===== src/rtl/enc_arb_pkg.sv =====
// Shared types and helpers for the 8-way request arbiter.
package enc_arb_pkg;

    localparam int unsigned N   = 8;
    localparam int unsigned IDW = 3;

    typedef enum logic [1:0] {StIdle, StGrant, StGap} arb_state_e;

    function automatic logic [N-1:0] id_to_onehot(input logic [IDW-1:0] id);
        logic [N-1:0] oh;
        oh     = '0;
        oh[id] = 1'b1;
        return oh;
    endfunction

endpackage


===== src/rtl/rot_prio_pick.sv =====
// Rotating MSB-first priority pick: searches start_id-1 downward (mod N) when rr_en,
// otherwise a plain highest-index-wins encode.
module rot_prio_pick
    import enc_arb_pkg::*;
(
    input  logic [N-1:0]   eff,
    input  logic [IDW-1:0] start_id,
    input  logic           rr_en,
    output logic           hit,
    output logic [IDW-1:0] id
);

    logic [IDW-1:0] base;
    logic [N-1:0]   rot;
    logic [IDW-1:0] pos;

    always_comb begin
        base = rr_en ? start_id : '0;
        // rot[j] = eff[j + base], so eff[base-1] lands on the MSB
        rot  = '0;
        for (int j = 0; j < N; j++) begin
            rot[j] = eff[IDW'(j) + base];
        end
        hit = |rot;
        pos = '0;
        for (int j = 0; j < N; j++) begin
            if (rot[j]) pos = IDW'(j);
        end
        id = pos + base;
    end

endmodule


===== src/rtl/enc_req_arbiter.sv =====
// 8-way arbiter with fixed / round-robin selection, held grants, a bounded hold time
// and a one-cycle turnaround gap between grants.
module enc_req_arbiter
    import enc_arb_pkg::*;
#(
    parameter int unsigned MAX_HOLD = 16
) (
    input  logic           clk,
    input  logic           rst,
    input  logic [N-1:0]   req,
    input  logic           mode,
    output logic [N-1:0]   gnt,
    output logic [IDW-1:0] gnt_id,
    output logic           gnt_valid,
    output logic           preempt
);

    localparam int unsigned HCW = $clog2(MAX_HOLD + 1);

    arb_state_e     state;
    logic [IDW-1:0] last_id;
    logic [HCW-1:0] hold_cnt;
    logic [N-1:0]   mask;
    logic [N-1:0]   eff;
    logic           pick_hit;
    logic [IDW-1:0] pick_id;

    assign eff = req & ~mask;

    // mode feeds the picker directly; its result is only consumed in StIdle
    rot_prio_pick u_pick (
        .eff      (eff),
        .start_id (last_id),
        .rr_en    (mode),
        .hit      (pick_hit),
        .id       (pick_id)
    );

    always_ff @(posedge clk) begin
        if (rst) begin
            state     <= StIdle;
            gnt       <= '0;
            gnt_id    <= '0;
            gnt_valid <= 1'b0;
            preempt   <= 1'b0;
            last_id   <= '0;
            hold_cnt  <= '0;
            mask      <= '0;
        end else begin
            preempt <= 1'b0;
            unique case (state)
                StIdle: begin
                    if (pick_hit) begin
                        state     <= StGrant;
                        gnt       <= id_to_onehot(pick_id);
                        gnt_id    <= pick_id;
                        gnt_valid <= 1'b1;
                        hold_cnt  <= HCW'(1);
                        last_id   <= pick_id;
                    end
                    // Clears both on a win and when only masked requesters remain
                    mask <= '0;
                end
                StGrant: begin
                    if (!req[gnt_id]) begin
                        state     <= StGap;
                        gnt       <= '0;
                        gnt_valid <= 1'b0;
                    end else if (hold_cnt == HCW'(MAX_HOLD)) begin
                        state     <= StGap;
                        gnt       <= '0;
                        gnt_valid <= 1'b0;
                        preempt   <= 1'b1;
                        mask      <= id_to_onehot(gnt_id);
                    end else begin
                        hold_cnt <= hold_cnt + HCW'(1);
                    end
                end
                StGap: begin
                    state <= StIdle;
                end
                default: begin
                    state <= StIdle;
                end
            endcase
        end
    end

endmodule


===== config.mk =====
export PLATFORM = sky130hd
export DESIGN_NAME = enc_req_arbiter
export DESIGN_NICKNAME = d
export VERILOG_FILES = /design/src/rtl/enc_arb_pkg.sv /design/src/rtl/rot_prio_pick.sv /design/src/rtl/enc_req_arbiter.sv
export SDC_FILE = /design/constraint.sdc
export NUM_CORES = 1
export LEC_CHECK = 0
export BUFFER_PORTS_ARGS = -buffer_cell sky130_fd_sc_hd__buf_2
export CORE_MARGIN = 2
export CORE_UTILIZATION = 40
export DETAILED_ROUTE_END_ITERATION = 16
export GPL_ROUTABILITY_DRIVEN = 0
export PLACE_DENSITY_LB_ADDON = 0.12
export SYNTH_ARGS = -nofsm -noshare
export SYNTH_HDL_FRONTEND = slang
export SYNTH_SLANG_ARGS = --single-unit

===== constraint.sdc =====
create_clock -name clk -period 8.62 [get_ports clk]
set_clock_uncertainty 0.15 [all_clocks]
set_input_delay 1.724 -clock clk [delete_from_list [all_inputs] [get_ports clk]]
set_output_delay 1.724 -clock clk [all_outputs]
set_load 0.1 [all_outputs]

After elaboration in Yosys (flattened, before gate mapping)
Index checks and enable logic that the tools add are counted.
- order comparisons: 12
- reductions and logical operators: 11
- mux-type cells: 50
- $add $sub $neg: 9
- equality and inequality tests: 7
- bitwise gates (word level): 4
- operators by type and width (operator ; count):
    3-bit by 4-bit < comparator with 1-bit output, second input constant ; 10
    8-bit two-way mux ; 5
    8-bit one-hot mux with 2 select lines ; 2
    1-bit binary-select mux with 3-bit select ; 9
    1-bit two-way mux ; 16
    3-bit two-way mux ; 5
    5-bit two-way mux ; 3
    3-bit adder, first input constant ; 4
    2-bit two-way mux ; 5
    5-bit one-hot mux with 2 select lines ; 1
    8-bit AND ; 1
    2-bit inequality test, second input constant ; 4
    8-bit NOT ; 1
    8-bit OR reduction ; 1
    2-bit by 3-bit adder with 3-bit output, first input constant ; 2
    1-bit demux with 3-bit select ; 2
    3-bit by 1-bit greater-or-equal comparator with 1-bit output, second input constant ; 2
    3-bit AND reduction ; 2
    5-bit by 1-bit adder with 5-bit output, second input constant ; 1
    5-bit equality test, second input constant ; 1
    2-bit one-hot mux with 2 select lines ; 1
    2-bit AND reduction ; 2
    4-bit AND reduction ; 1
    1-bit by 3-bit adder with 3-bit output, first input constant ; 1
    9 further kinds ; 11
- output and inout port bits: 13
- register bits: 28

Longest topological paths before layout
Gate-level depths: netlist of the first run.
- depth in word-level cells: 18
- mapped depth: 16
- mapped depth without buffers: 14

By module
Synthesis of the first run repeated with hierarchy kept, for this count alone.
- cells, all modules: 232
- area total of the unflattened synthesis: 2110.8 µm²
- modules (own cells, without submodules) (module ; instances ; area an instance (µm²) ; cells each):
    enc_req_arbiter ; 1 ; 1556.5 ; 184
    rot_prio_pick ; 1 ; 554.3 ; 48

Least setup slack after synthesis of the first run
No wires, ideal clock.
- path type: input to register
- start: input port mode
- end: register gnt[3]
- library setup time: 0.071 ns
- cell stages on the path: 16
- data arrival time: 4.657 ns
- data required time: 8.399 ns
- path slack: 3.742 ns
- path through: buf_6 -> nand2_4 -> buf_12 -> ha_1 -> xnor2_1 -> mux4_2 -> o21a_1 -> o21ba_2 -> o21ai_0 -> ha_1 -> inv_1 -> fa_1 -> xor2_1 -> xor2_1 -> nand4b_1 -> a21oi_1
- cells in the longest elaborated chain, start to end: 18
- RTL lines (element ; line ; text):
    from (decl) ; enc_req_arbiter.sv:11 ; input logic mode,
    3-bit two-way mux * ; rot_prio_pick.sv:18 ; base = rr_en ? start_id : '0;
    1-bit by 3-bit adder with 3-bit output ; rot_prio_pick.sv:22 ; rot[j] = eff[IDW'(j) + base];
    1-bit binary-select mux with 3-bit select ; rot_prio_pick.sv:22 ;
    1-bit two-way mux (implied by the code) ; rot_prio_pick.sv:22 ;
    1-bit two-way mux ; rot_prio_pick.sv:27 ; if (rot[j]) pos = IDW'(j);
    2-bit two-way mux (2 in series) ; rot_prio_pick.sv:27 ;
    3-bit two-way mux (4 in series) ; rot_prio_pick.sv:27 ;
    3-bit adder ; rot_prio_pick.sv:29 ; id = pos + base;
    3-bit by 4-bit < comparator with 1-bit output (implied by the code) or 3-bit by 1-bit greater-or-equal comparator with 1-bit output (tied branches) ; enc_arb_pkg.sv:12 ; oh[id] = 1'b1;
    1-bit logical AND (implied by the code) ; enc_arb_pkg.sv:12 ;
    1-bit two-way mux (implied by the code) ; enc_arb_pkg.sv:12 ;
    1-bit demux with 3-bit select ; enc_arb_pkg.sv:12 ;
    8-bit two-way mux ; enc_req_arbiter.sv:53 ; if (pick_hit) begin
    8-bit one-hot mux with 2 select lines ; enc_req_arbiter.sv:51 ; unique case (state)
    to (signal assigned) ; enc_req_arbiter.sv:55 ; gnt <= id_to_onehot(pick_id);
    to (decl) ; enc_req_arbiter.sv:12 ; output logic [N-1:0] gnt,
Mark *: on every way between the ends. The rest lies on a longest branch, timed or not. The select of a mux whose other input is x is not followed.
A chain may end at the register's enable or synchronous reset.

Final worst setup path of the first run
- start: input port mode
- end: register gnt[7]
Same word-level chain as after synthesis.

==> results of run 1 <==
==> per-stage QoR <==
step | hold slack [ns] | std cells | cell area, µm²
after floorplan | 0.306 | 191 | 1890
after global placement | 0.287 | 259 | 1990
after detailed placement | 0.291 | 259 | 1990
after CTS | 0.310 | 262 | 2030
after global routing | 0.336 | 262 | 2030
final | 0.308 | 262 | 2030
==> metal layers <==
layer | GRT usage (%) | part of all wire [%] | vias to the layer above
met2 | 26.9 | 49 | 26
li1 | - | - | 738
met5 | 0 | 0 | -
met1 | 22.3 | 47 | 709
met3 | 1.52 | 2.2 | 10
met4 | 6.79 | 2.5 | 0
==> Yosys cell counts (3+ instances only) <==
| cell type | number | share of area (%) |
|---|---|---|
| dfxtp_1 | 28 | 30 |
| mux2i_1 | 20 | 11 |
| nor2_1 | 15 | 3.0 |
| nand2_1 | 11 | 2.2 |
| nor2b_1 | 11 | 3.6 |
| nand2b_1 | 9 | 3.0 |
| mux4_2 | 8 | 9.5 |
| nor3_1 | 8 | 2.1 |
| a21oi_1 | 7 | 1.8 |
| inv_1 | 6 | 1.2 |
| xor2_1 | 6 | 2.8 |
| a22o_1 | 5 | 2.3 |
| a32oi_1 | 4 | 1.8 |
| buf_6 | 4 | 2.4 |
| ha_1 | 4 | 2.6 |
| nand4_1 | 4 | 1.3 |
| nand4b_1 | 3 | 1.4 |
==> where the power goes <==
part | internal (W) | switching [W] | total [W]
Sequential | 0.000154 | 0.0000372 | 0.000191
Combinational | 0.000149 | 0.000297 | 0.000446
Clock | 0.0000313 | 0.0000373 | 0.0000686
Total | 0.000334 | 0.000372 | 0.000706
==> worst max-delay path: stages <==
cell,delay [ns]
buf_2,0.16
nand2_4,0.19
ha_1,0.30
xnor2_1,0.25
mux4_2,0.37
o21a_1,0.12
o21ba_2,0.18
o21ai_0,0.15
ha_1,0.16
inv_1,0.04
fa_1,0.37
xor2_1,0.20
xnor2_1,0.36
nand4b_1,0.17
a21oi_1,0.18
==> final timing paths <==
path              endpoint  cells past startpoint
setup reg to reg    gnt[7]                     14
setup / recovery    gnt[7]                     15
hold / removal      gnt[1]                      2
hold reg to reg     gnt[1]                      2
==> kinds of logic (layout without fill, tap and decap cells) <==
family | after synthesis | in the layout | synth area share (%)
compound gates | 32 | 32 | 13.6
fa+ha+maj | 5 | 5 | 3.70
mux | 30 | 30 | 21.5
flops | 28 | 28 | 29.6
simple gates | 73 | 73 | 22.3
buf+inv | 15 | 32 | 5.68
xor+xnor | 8 | 8 | 3.70
==> registers in the layout, summed over array words and instances, names as in the netlist <==
name       flops
gnt            8
gnt_valid      1
state          2
hold_cnt       5
mask           8
last_id        3
preempt        1
==> layout make-up <==
| class | instances | area, µm² | area share, % |
|---|---|---|---|
| Timing Repair Buffer | 23 | 115 | 5.66 |
| Inverter | 6 | 22.5 | 1.11 |
| Tap cell | 54 | 67.6 | 3.32 |
| Multi-Input combinational cell | 148 | 1230 | 60.3 |
| Sequential cell | 28 | 561 | 27.6 |
| Clock buffer | 3 | 41.3 | 2.03 |
==> flow_summary.ini, run 1 <==
[cts]
cts_resized = 0
cts_num_sinks = 28
htree_num_levels = 1
cts_root_buf = clkbuf_8
clkTransAtPathRegs_ns = 0.09
tritoncts = done
cts_buffers = 3
clock_latency_ns = 0.26
cts_hold_buf = 0
postCtsSetupBuffers = 0
clockBufferDepth = 2

[logic_synthesis]
yosys_warnings = 0
yosysUniqueCellTypes = 50
synth_ff_type = dfxtp_1
synth_fp_nets = 207
synth.avg_cell_area_um2 = 9.92
synth_seq_cells = 28
seq_area_frac_synth_pct = 29.6
synth-edff-count = 0
synth_area_um2 = 1890
ys_async_sr_fraction_pct = 0
syn_inst = 191

[setup_path]
r2r-start = last_id[0]
cp_max_fo = 18
crit_path_end_kind = register
worstSetupStartpoint = mode
crit_type = input port to register
cp.arrival_ns = 4.95
reg2reg_setup_slack_ns = 4.56
worstSetupStartpointType = input port
required_ns = 8.67

[floorplan]
dieArea_um2 = 5300
fp.dieH_um = 72.8
io_pins = 24
rows = 25
start_util_pct = 40.9
core_area_um2 = 4630
fp.dieW_um = 72.8

[global_route]
antenna_found_initial = 0
grt_start_max_net_pins = 24
gr-total-overflow = 0
grt_pass1_vias = 1442
grt_pass1_wl_um = 6820
gr-usage-all-layers_pct = 16.4

[power_and_ir_drop]
ir_drop_v = 0.000212
p_leak_nw = 0.911
powerDensity_nw_per_um2 = 347
power_w = 0.000706

[sta]
slew_viol_final = 0
finalWorstSetupSlack_ns = 3.72
finalSetupTns_ns = 0
period_share_pct = 56.8
tightest_slew_ns = 0.960
setup_viol_count_final = 0
max_freq_mhz = 204
max_slew_margin_pct = 35.5
period_needed_ns = 4.90
hold_violations = 0
rsz0062_at_grt = false

[finish]
drive_gt1_share_pct = 21.6
fillers = 460
finalNetCount = 226
mostFrequentLayoutCell = dfxtp_1
antennaDiodeCount = 0
utilization_pct = 43.9
mostFrequentLayoutCells = 28 x dfxtp_1, 23 x buf_2, 20 x mux2i_1
syn_to_final_growth_pct = 7.33

[route]
drcViolationCount = 0
drt_first_pass_iters = 4
detail-route-antenna-nets = 0
via_count = 1483
viasPerCell = 5.66
wl_per_cell_um = 15.6
drt_iter0_markers = 43
drt-total-wl_um = 4100

[hold_path]
worstHoldStart = gnt[1]
hp-class = register to register

[placed_design]
io_buffers = 23
dpl_worst_slack_ns = 3.45
dp_hpwl_um = 3230

[run]
maxCapViolations = 0

[status]
status = finished, final reports clean
Note: power is estimated with default switching activity, not from simulation.
==> run 2: changes to the inputs <==
Clock period 8.62 ns to 4.83 ns, I/O delays scaled along.
==> flow_summary.ini, run 2 (synthesized netlist as in run 1, its figures left out) <==
[status]
status = finished, final reports clean

[setup_path]
cp.arrival_ns = 4.20
cp_max_fo = 18
r2r_end = gnt[7]
cp_slowest_stage_delay_ns = 0.37
cp_slowest_cell = mux4_2
worstSetupStartpointType = input port
r2r-start = last_id[0]
path_cells = buf_2, nand2_4, ha_1, xnor2_1, mux4_2, o21a_1, o21ba_2, o21ai_0, ha_1, inv_1, fa_1, xor2_1, xnor2_1, nand4b_1, a21oi_1
r2r_cells = 14
crit_type = input port to register
crit_path_end_kind = register
reg2reg_setup_slack_ns = 0.76
required_ns = 4.88

[route]
via_count = 1476
viasPerCell = 5.63
drt-total-wl_um = 4080
drt_iter0_markers = 43
detail-route-antenna-nets = 0
drt_first_pass_iters = 4
wl_per_cell_um = 15.6
drcViolationCount = 0

[sta]
rsz0062_at_grt = false
max_freq_mhz = 241
period_share_pct = 85.9
setup_viol_count_final = 0
hold_violations = 0
max_slew_margin_pct = 39.3
slew_viol_final = 0
fin_hold_ws_ns = 0.308
finalSetupTns_ns = 0
period_needed_ns = 4.15
tightest_slew_ns = 0.903

[finish]
utilization_pct = 43.9
drive_gt1_share_pct = 21.6
reg_top3 = gnt (8), mask (8), hold_cnt (5)
mostFrequentLayoutCells = 28 x dfxtp_1, 23 x buf_2, 20 x mux2i_1
finalNetCount = 226
antennaDiodeCount = 0
syn_to_final_growth_pct = 7.33
mostFrequentLayoutCell = dfxtp_1

[global_route]
antenna_found_initial = 0
grt_pass1_wl_um = 6710
grt_start_max_net_pins = 24
gr-usage-all-layers_pct = 16.3
grt_pass1_vias = 1443
gr-total-overflow = 0

[floorplan]
core_area_um2 = 4630
io_pins = 24
rows = 25
start_util_pct = 40.9
fp.dieH_um = 72.8
dieArea_um2 = 5300
fp.dieW_um = 72.8

[hold_path]
hp-class = register to register
whs_path_depth = 2
whs_endpoint = gnt[1]
worstHoldStart = gnt[1]

[power_and_ir_drop]
ir_drop_v = 0.000379
powerDensity_nw_per_um2 = 619
p_leak_nw = 0.911

[cts]
cts_hold_buf = 0
clockBufferDepth = 2
cts_buffers = 3
htree_num_levels = 1
clock_latency_ns = 0.27
cts_root_buf = clkbuf_8
clkTransAtPathRegs_ns = 0.09
cts_resized = 0
postCtsSetupBuffers = 0
tritoncts = done
cts_num_sinks = 28

[placed_design]
io_buffers = 23
dp_hpwl_um = 3220

[run]
maxCapViolations = 0
run 2: cell counts in the layout (fill, tap and decap cells not counted):
No cell type changed its count.
run 2: routing by layer:
metal | GRT usage, % | wire, µm | vias up | part of all wire (%)
met5 | 0 | 0 | - | 0
met4 | 8.02 | 125 | 0 | 3.1
met3 | 1.80 | 119 | 11 | 2.9
met2 | 27.0 | 1980 | 26 | 49
met1 | 21.2 | 1850 | 703 | 45
li1 | - | - | 736 | -
run 2: report_power, final:
part | total, W | switching (W) | internal (W)
Clock | 0.000123 | 0.0000674 | 0.0000559
Sequential | 0.000342 | 0.0000674 | 0.000275
Combinational | 0.000794 | 0.000529 | 0.000265
Total | 0.00126 | 0.000663 | 0.000596
run 2: worst max-delay path, delay by kind of cell:
family                   cells  cell delay [ns]
multiplexers                 1             0.37
XOR/XNOR                     3             0.81
adder cells (fa/ha/maj)      3             0.83
AO/OA/AOI/OAI                4             0.65
buffers and inverters        2             0.21
AND/OR/NAND/NOR              2             0.36
run 2: worst max path at each step:
stage                           from     end  slack (ns)
after floorplan           last_id[0]  gnt[3]        0.60
after global placement          mode  gnt[3]        0.50
after detailed placement        mode  gnt[7]        0.42
after CTS                       mode  gnt[7]        0.68
after global routing            mode  gnt[7]        0.40
final                           mode  gnt[7]        0.68
run 2: layout make-up:
type                            instances  area (µm²)
Clock buffer                            3        41.3
Fill cell                             459        2600
Inverter                                6        22.5
Multi-Input combinational cell        148        1230
Sequential cell                        28         561
Tap cell                               54        67.6
Timing Repair Buffer                   23         115
run 2: through the flow:
step | instance area [µm²] | worst slack (ns) | std cells | power, W
3_3_place_gp | 1990 | 0.500 | 259 | 0.00113
3_5_place_dp | 1990 | 0.421 | 259 | 0.00114
4_1_cts | 2030 | 0.680 | 262 | 0.00127
5_1_grt | 2030 | 0.400 | 262 | 0.00134
2_1_floorplan | 1890 | 0.602 | 191 | 0.00104
6_report | 2030 | 0.682 | 262 | 0.00126
